==> src/rtl/serial_add_pkg.sv <==
// Shared types and defaults for the bit-serial adder controller.
// Holds the controller state encoding and the default operand width.
package serial_add_pkg;

  typedef enum logic [1:0] {IDLE, RUN, DONE} sadd_state_t;

  localparam int DEFAULT_NUM_BITS = 8;

endpackage

==> src/rtl/serial_adder_ctrl_if.sv <==
// Request/result bundle between a requester and the serial adder controller.
// The requester drives the start and operands; the controller returns status and result.
interface serial_adder_ctrl_if
  import serial_add_pkg::*;
#(
  parameter int NUM_BITS = DEFAULT_NUM_BITS
);

  logic                start;
  logic [NUM_BITS-1:0] a;
  logic [NUM_BITS-1:0] b;
  logic                carry_in;
  logic                busy;
  logic                done;
  logic [NUM_BITS-1:0] sum;
  logic                carry_out;

  modport master (
    output start, a, b, carry_in,
    input  busy, done, sum, carry_out
  );

  modport slave (
    input  start, a, b, carry_in,
    output busy, done, sum, carry_out
  );

endinterface

==> src/rtl/serial_adder_ctrl_adder_1bit.sv <==
// One-bit full adder slice.
// Latency: purely combinational.
// Backpressure: none; the result follows the inputs.
module adder_1bit (
  input  logic a,
  input  logic b,
  input  logic carry_in,
  output logic sum,
  output logic carry_out
);

  logic half;

  assign half      = a ^ b;
  assign sum       = half ^ carry_in;
  assign carry_out = (a & b) | (carry_in & half);

endmodule

==> src/rtl/serial_adder_ctrl.sv <==
// Bit-serial NUM_BITS adder: one bit pair per clock, LSB first, through a single adder_1bit.
// Latency: done pulses in the cycle after edge k+NUM_BITS for a start accepted at edge k.
// Backpressure: start is ignored while busy; it is taken in IDLE or DONE, allowing back-to-back runs.
module serial_adder_ctrl
  import serial_add_pkg::*;
#(
  parameter int NUM_BITS = DEFAULT_NUM_BITS
) (
  input  logic               clk,
  input  logic               rst,
  serial_adder_ctrl_if.slave bus
);

  localparam int CNT_W = (NUM_BITS > 1) ? $clog2(NUM_BITS) : 1;
  localparam logic [CNT_W-1:0] CNT_LAST = CNT_W'(NUM_BITS - 1);

  sadd_state_t         state, state_nxt;
  logic [NUM_BITS-1:0] a_sr, b_sr, sum_sr, sum_q;
  logic                carry_r, carry_out_q;
  logic [CNT_W-1:0]    cnt;
  logic                load, last_bit;
  logic                add_sum, add_carry;

  assign load     = bus.start && (state == IDLE || state == DONE);
  assign last_bit = (state == RUN) && (cnt == CNT_LAST);

  adder_1bit u_adder (
    .a         (a_sr[0]),
    .b         (b_sr[0]),
    .carry_in  (carry_r),
    .sum       (add_sum),
    .carry_out (add_carry)
  );

  always_ff @(posedge clk) begin
    if (rst) begin
      state       <= IDLE;
      a_sr        <= '0;
      b_sr        <= '0;
      sum_sr      <= '0;
      sum_q       <= '0;
      carry_r     <= 1'b0;
      carry_out_q <= 1'b0;
      cnt         <= '0;
    end else begin
      state <= state_nxt;
      if (load) begin
        a_sr    <= bus.a;
        b_sr    <= bus.b;
        carry_r <= bus.carry_in;
        cnt     <= '0;
      end else if (state == RUN) begin
        a_sr    <= a_sr >> 1;
        b_sr    <= b_sr >> 1;
        sum_sr  <= {add_sum, sum_sr[NUM_BITS-1:1]};
        carry_r <= add_carry;
        // Counter parks on the last index so it never wraps inside an operation.
        if (!last_bit) cnt <= cnt + CNT_W'(1);
        if (last_bit) begin
          sum_q       <= {add_sum, sum_sr[NUM_BITS-1:1]};
          carry_out_q <= add_carry;
        end
      end
    end
  end

  always_comb begin
    state_nxt = state;
    case (state)
      IDLE:    if (bus.start) state_nxt = RUN;
      RUN:     if (cnt == CNT_LAST) state_nxt = DONE;
      DONE:    state_nxt = bus.start ? RUN : IDLE;
      default: state_nxt = IDLE;
    endcase
  end

  always_comb begin
    bus.busy      = (state == RUN);
    bus.done      = (state == DONE);
    bus.sum       = sum_q;
    bus.carry_out = carry_out_q;
  end

  always @(posedge clk) begin
    if (!rst && load) begin
      assert (!$isunknown({bus.a, bus.b, bus.carry_in}))
        else $error("serial_adder_ctrl: X/Z on operands at accepted start");
    end
  end

endmodule

==> src/flat_wrapper.sv <==
// flat-port wrapper written by rule: the top's interface ports become plain ports
module serial_adder_ctrl_flat import serial_add_pkg::*;
#(
  parameter int NUM_BITS = DEFAULT_NUM_BITS
)
  (clk, rst, bus_start, bus_a, bus_b, bus_carry_in, bus_busy, bus_done, bus_sum, bus_carry_out);
  serial_adder_ctrl_if #(.NUM_BITS(NUM_BITS)) bus_i ();
  input  logic clk;
  input  logic rst;
  input wire logic [$bits(bus_i.start)-1:0] bus_start;
  input wire logic [$bits(bus_i.a)-1:0] bus_a;
  input wire logic [$bits(bus_i.b)-1:0] bus_b;
  input wire logic [$bits(bus_i.carry_in)-1:0] bus_carry_in;
  output wire logic [$bits(bus_i.busy)-1:0] bus_busy;
  output wire logic [$bits(bus_i.done)-1:0] bus_done;
  output wire logic [$bits(bus_i.sum)-1:0] bus_sum;
  output wire logic [$bits(bus_i.carry_out)-1:0] bus_carry_out;
  assign bus_i.start = bus_start;
  assign bus_i.a = bus_a;
  assign bus_i.b = bus_b;
  assign bus_i.carry_in = bus_carry_in;
  assign bus_busy = bus_i.busy;
  assign bus_done = bus_i.done;
  assign bus_sum = bus_i.sum;
  assign bus_carry_out = bus_i.carry_out;
  serial_adder_ctrl #(.NUM_BITS(NUM_BITS)) u_core (.clk(clk), .rst(rst), .bus(bus_i));
endmodule
==> config.mk <==
export PLATFORM = sky130hd
export DESIGN_NAME = serial_adder_ctrl_flat
export DESIGN_NICKNAME = d
export VERILOG_FILES = /design/src/rtl/serial_add_pkg.sv /design/src/rtl/serial_adder_ctrl_if.sv /design/src/rtl/serial_adder_ctrl_adder_1bit.sv /design/src/rtl/serial_adder_ctrl.sv /design/src/flat_wrapper.sv
export SDC_FILE = /design/constraint.sdc
export NUM_CORES = 1
export LEC_CHECK = 0
export BUFFER_PORTS_ARGS = -buffer_cell sky130_fd_sc_hd__buf_2
export CAP_MARGIN = 20
export CORE_UTILIZATION = 48
export DETAILED_ROUTE_END_ITERATION = 12
export HOLD_SLACK_MARGIN = 0.06
export PLACE_DENSITY = 0.74
export SYNTH_ARGS = -nofsm -noshare
export SYNTH_HDL_FRONTEND = slang
export SYNTH_SLANG_ARGS = --single-unit
==> constraint.sdc <==
create_clock -name clk -period 1.38 [get_ports clk]
set_input_delay 0 -clock clk [delete_from_list [all_inputs] [get_ports clk]]
set_output_delay 0 -clock clk [all_outputs]
set_load 0.01 [all_outputs]
Word-level counts from Yosys, hierarchy flattened:

Index checks and enable logic that the tools add are counted.

* shifts and indexed selects: 0
* eq/ne operators: 5
* multipliers: 0
* bitwise logic cells: 7
* $add $sub $neg: 1
* $lt $le $gt $ge: 0
* reduce and logical (&&, ||, !) cells: 10
* divide/modulo/power cells: 0
* multiplexer cells: 10

Operator list (count)
* two-way mux 8 bit: 4
* case mux 2 bit (3 select lines): 1
* AND reduction 2 bit: 3
* two-way mux 2 bit: 2
* adder 3 x 1 -> 3 bit (second input constant): 1
* equality test 3 bit (second input constant): 1
* two-way mux 1 bit: 3
* AND reduction 3 bit: 1
* AND 1 bit: 2
* equality test 2 x 1 -> 1 bit (second input constant): 1
* equality test 2 bit (second input constant): 1
* logical AND 1 bit: 2
* logical NOT 2 bit: 1
* inequality test 2 x 1 -> 1 bit (second input constant): 1
* inequality test 2 bit (second input constant): 1
* NOT 1 bit: 2
* nonzero test 2 bit: 1
* OR reduction 2 bit: 1
* XOR 1 bit: 2
* logical OR 1 bit: 1
* bitwise OR 1 bit: 1

* input bits: 20
* output and inout bits: 11
* memories kept: 0
* word-level logic and storage cells: 41
* memory bits (writable): 0
* flip-flop bits (word level): 39
* ROM bits: 0
* latch bits: 0

Longest topological paths before layout:

* depth after elaboration: 5
* depth in mapped cells: 6
* mapped depth without buffers: 5

Cells and area by module:

From an unflattened synthesis, not the netlist that was laid out.

* cells, all modules: 175
* area total of the unflattened synthesis: 1531.5 um^2

By module, submodules not included
* serial_adder_ctrl: sequential area each 760.7 um^2, area an instance 1511.4 um^2, times used 1, cells an instance 174
* adder_1bit: sequential area each 0.0 um^2, area an instance 20.0 um^2, times used 1, cells an instance 1

Worst setup path after synthesis:

Ideal clock, no wire load.

* path kind: register -> register
* start: register u_core.cnt[0]
* end: register u_core.sum_q[6], in the netlist u_core.bus.sum[6]
* path slack: -0.012 ns
* buffers on the path: 1
* clock period less this slack: 1.392 ns
* setup time: 0.133 ns
* data arrival time: 1.259 ns
* cell stages (with the launch flop): 7
* required time: 1.247 ns
* cell sequence: dfxtp_1 ha_1 ha_1 buf_2 nand3b_1 nand2_1 a21oi_1

* word-level cells in the longest chain between the ends: 3

Ends and longest elaborated chain
* start, declared: RTL line serial_adder_ctrl.sv:20 `logic [CNT_W-1:0] cnt;`
* start signal, assigned: RTL line serial_adder_ctrl.sv:58 `if (!last_bit) cnt <= cnt + CNT_W'(1);`
* equality test 3 bit: RTL line serial_adder_ctrl.sv:25 `assign last_bit = (state == RUN) && (cnt == CNT_LAST);`
* logical AND 1 bit: RTL line serial_adder_ctrl.sv:25
* AND reduction 3 bit (no source line)
* end signal, assigned: RTL line serial_adder_ctrl.sv:60 `sum_q <= {add_sum, sum_sr[NUM_BITS-1:1]};`
* end, declared: RTL line serial_adder_ctrl.sv:18 `logic [NUM_BITS-1:0] a_sr, b_sr, sum_sr, sum_q;`

No other way between the ends.
A chain may end at the register's enable or synchronous reset.

Worst setup path in the final report:

* start: register u_core.cnt[1]
* end: register u_core.cnt[2]

* word-level cells in the longest chain between the ends: 4
* elaborated cells on any way between the ends: 5
* classes of those cells: add/sub (1); eq/ne (1); bitwise (1); reduce/logical (2)

Ends and longest elaborated chain (RTL line)
* equality test 3 bit: serial_adder_ctrl.sv:25
* logical AND 1 bit: serial_adder_ctrl.sv:25
* NOT 1 bit (no source line)
* AND reduction 2 bit (no source line)

Parallel ways exist; a longest one is shown, timed or not.

==> out/metrics.csv <==
stage;metric;value;unit
status;outcome;finished, final reports clean;
timing;skew;6.04;ps
logic_synthesis;postSynthNetCount;199;
setup_path;timing.rr.start;u_core.cnt[1];
logic_synthesis;yosysWarnings;0;
global_route;grt_max_degree;22;
global_route;grt_pass1_wl;6.27;mm
logic_synthesis;synth-simple-area-share;24.6;%
timing;setup_viol;0;
timing;min_period;1350;ps
timing;whs;78.8;ps
setup_path;start_kind;register;
clock_tree;clockBufferDepth;2;
setup_path;r2r-end;u_core.cnt[2];
timing;rsz0062_at_grt;true;
logic_synthesis;muxShareOfSynthArea;1.93;%
setup_path;worstPathArrival;1590;ps
placement;dp.final_hpwl;2.35;mm
hold_path;min_to;u_core.b_sr[0];
flow_run;drv_cap;0;
clock_tree;clkTransAtPathRegs;110;ps
setup_path;required;1620;ps
cells_and_area;fillers;251;
placement;io_buffers;30;
logic_synthesis;syn_area_per_cell;8.82;um^2
die;die_y;58.9;um
die;die_x;58.9;um
power;pwr_density_cell;1000;nW/um^2
clock_tree;h-tree-depth;2;
global_route;grt_overflow;0;
cells_and_area;seq_area;764;um^2
clock_tree;cts_tree;done;
timing;worst_pin_slew;399;ps
logic_synthesis;synth_top_cell_by_area;dfxtp_1;
drt;antenna_left;0;
hold_path;hold_class;input port to register;
timing;finalCritPeriodShare;97.8;%
logic_synthesis;synth_xor_area_share;0.564;%
drt;drc;0;
clock_tree;clock-root-buffer;clkbuf_4;
logic_synthesis;synth_seq_cells;38;
placement;placedCellCount;247;
timing;clock.fmax;741;MHz
clock_tree;cts_sinks;38;
logic_synthesis;synth.distinct_cells;24;
cells_and_area;n_antenna_cell;0;
cells_and_area;nNetsFinal;259;
drt;vias;1476;
global_route;grt_pass1_vias;1417;
cells_and_area;stdcell_count;279;
setup_path;crit_fanout;4;
setup_path;reg2reg_depth;5;
setup_path;r2r_setup_slack;30;ps
drt;finalWirelength;3.86;mm
hold_path;holdPathStages;2;
logic_synthesis;synth-adder-area-share;2.90;%
power;vdd_drop_max;659;uV
drt;drt_iter0_drc;45;
cells_and_area;final_cell_mix;35 x dfxtp_1, 34 x nand2_1, 30 x buf_2, 19 x a21oi_1, 17 x dlygate4sd3_1;
die;design.die.area;3470;um^2
drt;drt_pass1_iterations;4;
die;rows;20;
power;leakage;0.851;nW
logic_synthesis;post-synth-top-area-fraction;49.0;%
hold_path;min-delay-start;rst;
cells_and_area;area_growth;36.5;%
logic_synthesis;synth_area_leaders;dfxtp_1 49%, nand2_1 8.2%, a21oi_1 6.1%, nor3_1 5.2%, nand3_1 3.9%;
drt;drt-vias-per-instance;5.29;
global_route;grt_usage;24.4;%
logic_synthesis;synth_top_family_by_area;simple AND/OR/NAND/NOR gates;
timing;relSlewSlack;73.4;%
placement;gp_congestion;0.807;
die;initial_core_util;50.9;%
logic_synthesis;ys_seq_area_share;49.0;%
drt;post_drt_wl_per_cell;13.8;um
logic_synthesis;syn_area;1550;um^2
clock_tree;cts_buffers;5;
timing;hold_viol;0;
die;core-area;3050;um^2
logic_synthesis;synth_compound_area_share;15.1;%
global_route;antenna_found_initial;0;
cells_and_area;drive_above_1_share;30.6;%
clock_tree;clk_latency;330;ps
logic_synthesis;synthCells;176;
timing;drv_slew;0;
die;pin_count;31;
cells_and_area;layout_commonest_cell;dfxtp_1;
setup_path;crit_type;register to register;
setup_path;critPathCaptureType;register;
cells_and_area;multi_input_area;727;um^2
## where the power goes
part	switching [mW]	internal, mW
Sequential	0.0379	1.15
Clock	0.348	0.230
Combinational	0.175	0.182
Total	0.561	1.56
## state kept, by name (all words and copies together), names as in the netlist
| signal | flops |
|---|---|
| u_core.sum_sr | 7 |
| u_core.bus.sum | 8 |
| u_core.a_sr | 8 |
| u_core.b_sr | 8 |
| u_core.state | 2 |
| u_core.carry_r | 1 |
| u_core.cnt | 3 |
| u_core.bus.carry_out | 1 |
## cell usage after synthesis (all sizes together)
library cell   n
mux2i          3
a311oi         7
xnor2          1
fa             1
a22oi          2
nand3         12
buf           11
ha             2
a21oi         19
nor3          16
inv            1
nand2b         2
nand2         38
dfxtp         38
o22ai          6
nor2b          2
nand3b         1
nor3b          1
clkbuf         3
nor2          10
## timing repair
item	4_1_cts	5_1_grt
hold buffers	17	0
endpoints found under the setup margin	13	15
cloned	1	1
pin swaps	4	2
setup buffers	4	3
endpoints found under the hold margin	17	0
gates resized for setup	8	1
## worst max path at each step
stage             startpoint           endpoint  slack [ps]  cells past startpoint
2_1_floorplan  u_core.cnt[0]  u_core.bus.sum[6]           8                      6
3_3_place_gp   u_core.cnt[0]      u_core.cnt[1]           7                      5
3_5_place_dp   u_core.cnt[0]      u_core.cnt[2]        -110                      5
4_1_cts        u_core.cnt[1]      u_core.cnt[2]          -3                      5
5_1_grt        u_core.cnt[1]      u_core.cnt[1]         -60                      5
6_report       u_core.cnt[1]      u_core.cnt[2]          30                      5
## stage by stage
stage | setup TNS, ps | utilization [%] | power [mW] | cell area [um^2] | setup slack [ps]
after floorplan | 0 | - | 1.40 | 1560 | 7.91
after global placement | 0 | 58.8 | 1.48 | 1790 | 7.37
after detailed placement | -817 | 58.8 | 1.50 | 1790 | -108
after CTS | -3.01 | 68.4 | 2.11 | 2090 | -3.01
after global routing | -121 | 69.4 | 2.21 | 2120 | -56.5
final | 0 | 69.4 | 2.12 | 2120 | 30.4
## per-layer routing
metal	global-route usage (%)	vias up	share of wire, %
li1	-	729	-
met2	43.7	40	52
met4	10.5	0	2.3
met1	28.3	696	42
met3	4.18	11	3.2
met5	0	-	0
## area by class of cell
class                      count  area share [%]
timing repair buffer          65            23.3
inverter                       1           0.826
timing repair inverter         2           0.531
sequential                    38            36.1
multi-input combinational    123            34.3
tap                           44            2.60
clock buffer                   6            2.42
## worst max-delay path, stage by stage, from the launching register on
cell and delay [ps]:
dfxtp_2 350, ha_4 160, ha_4 160, nor3b_4 280, mux2i_1 240, nor3_1 60
## kinds of logic (layout without fill, tap and decap cells)
group           Yosys count  in the layout
mux                       3              3
fa+ha+maj                 3              3
flops                    38             38
compound gates           34             34
xor+xnor                  1              1
simple gates             82             82
buf+inv                  15             74
Note: power is estimated with default switching activity, not from simulation.
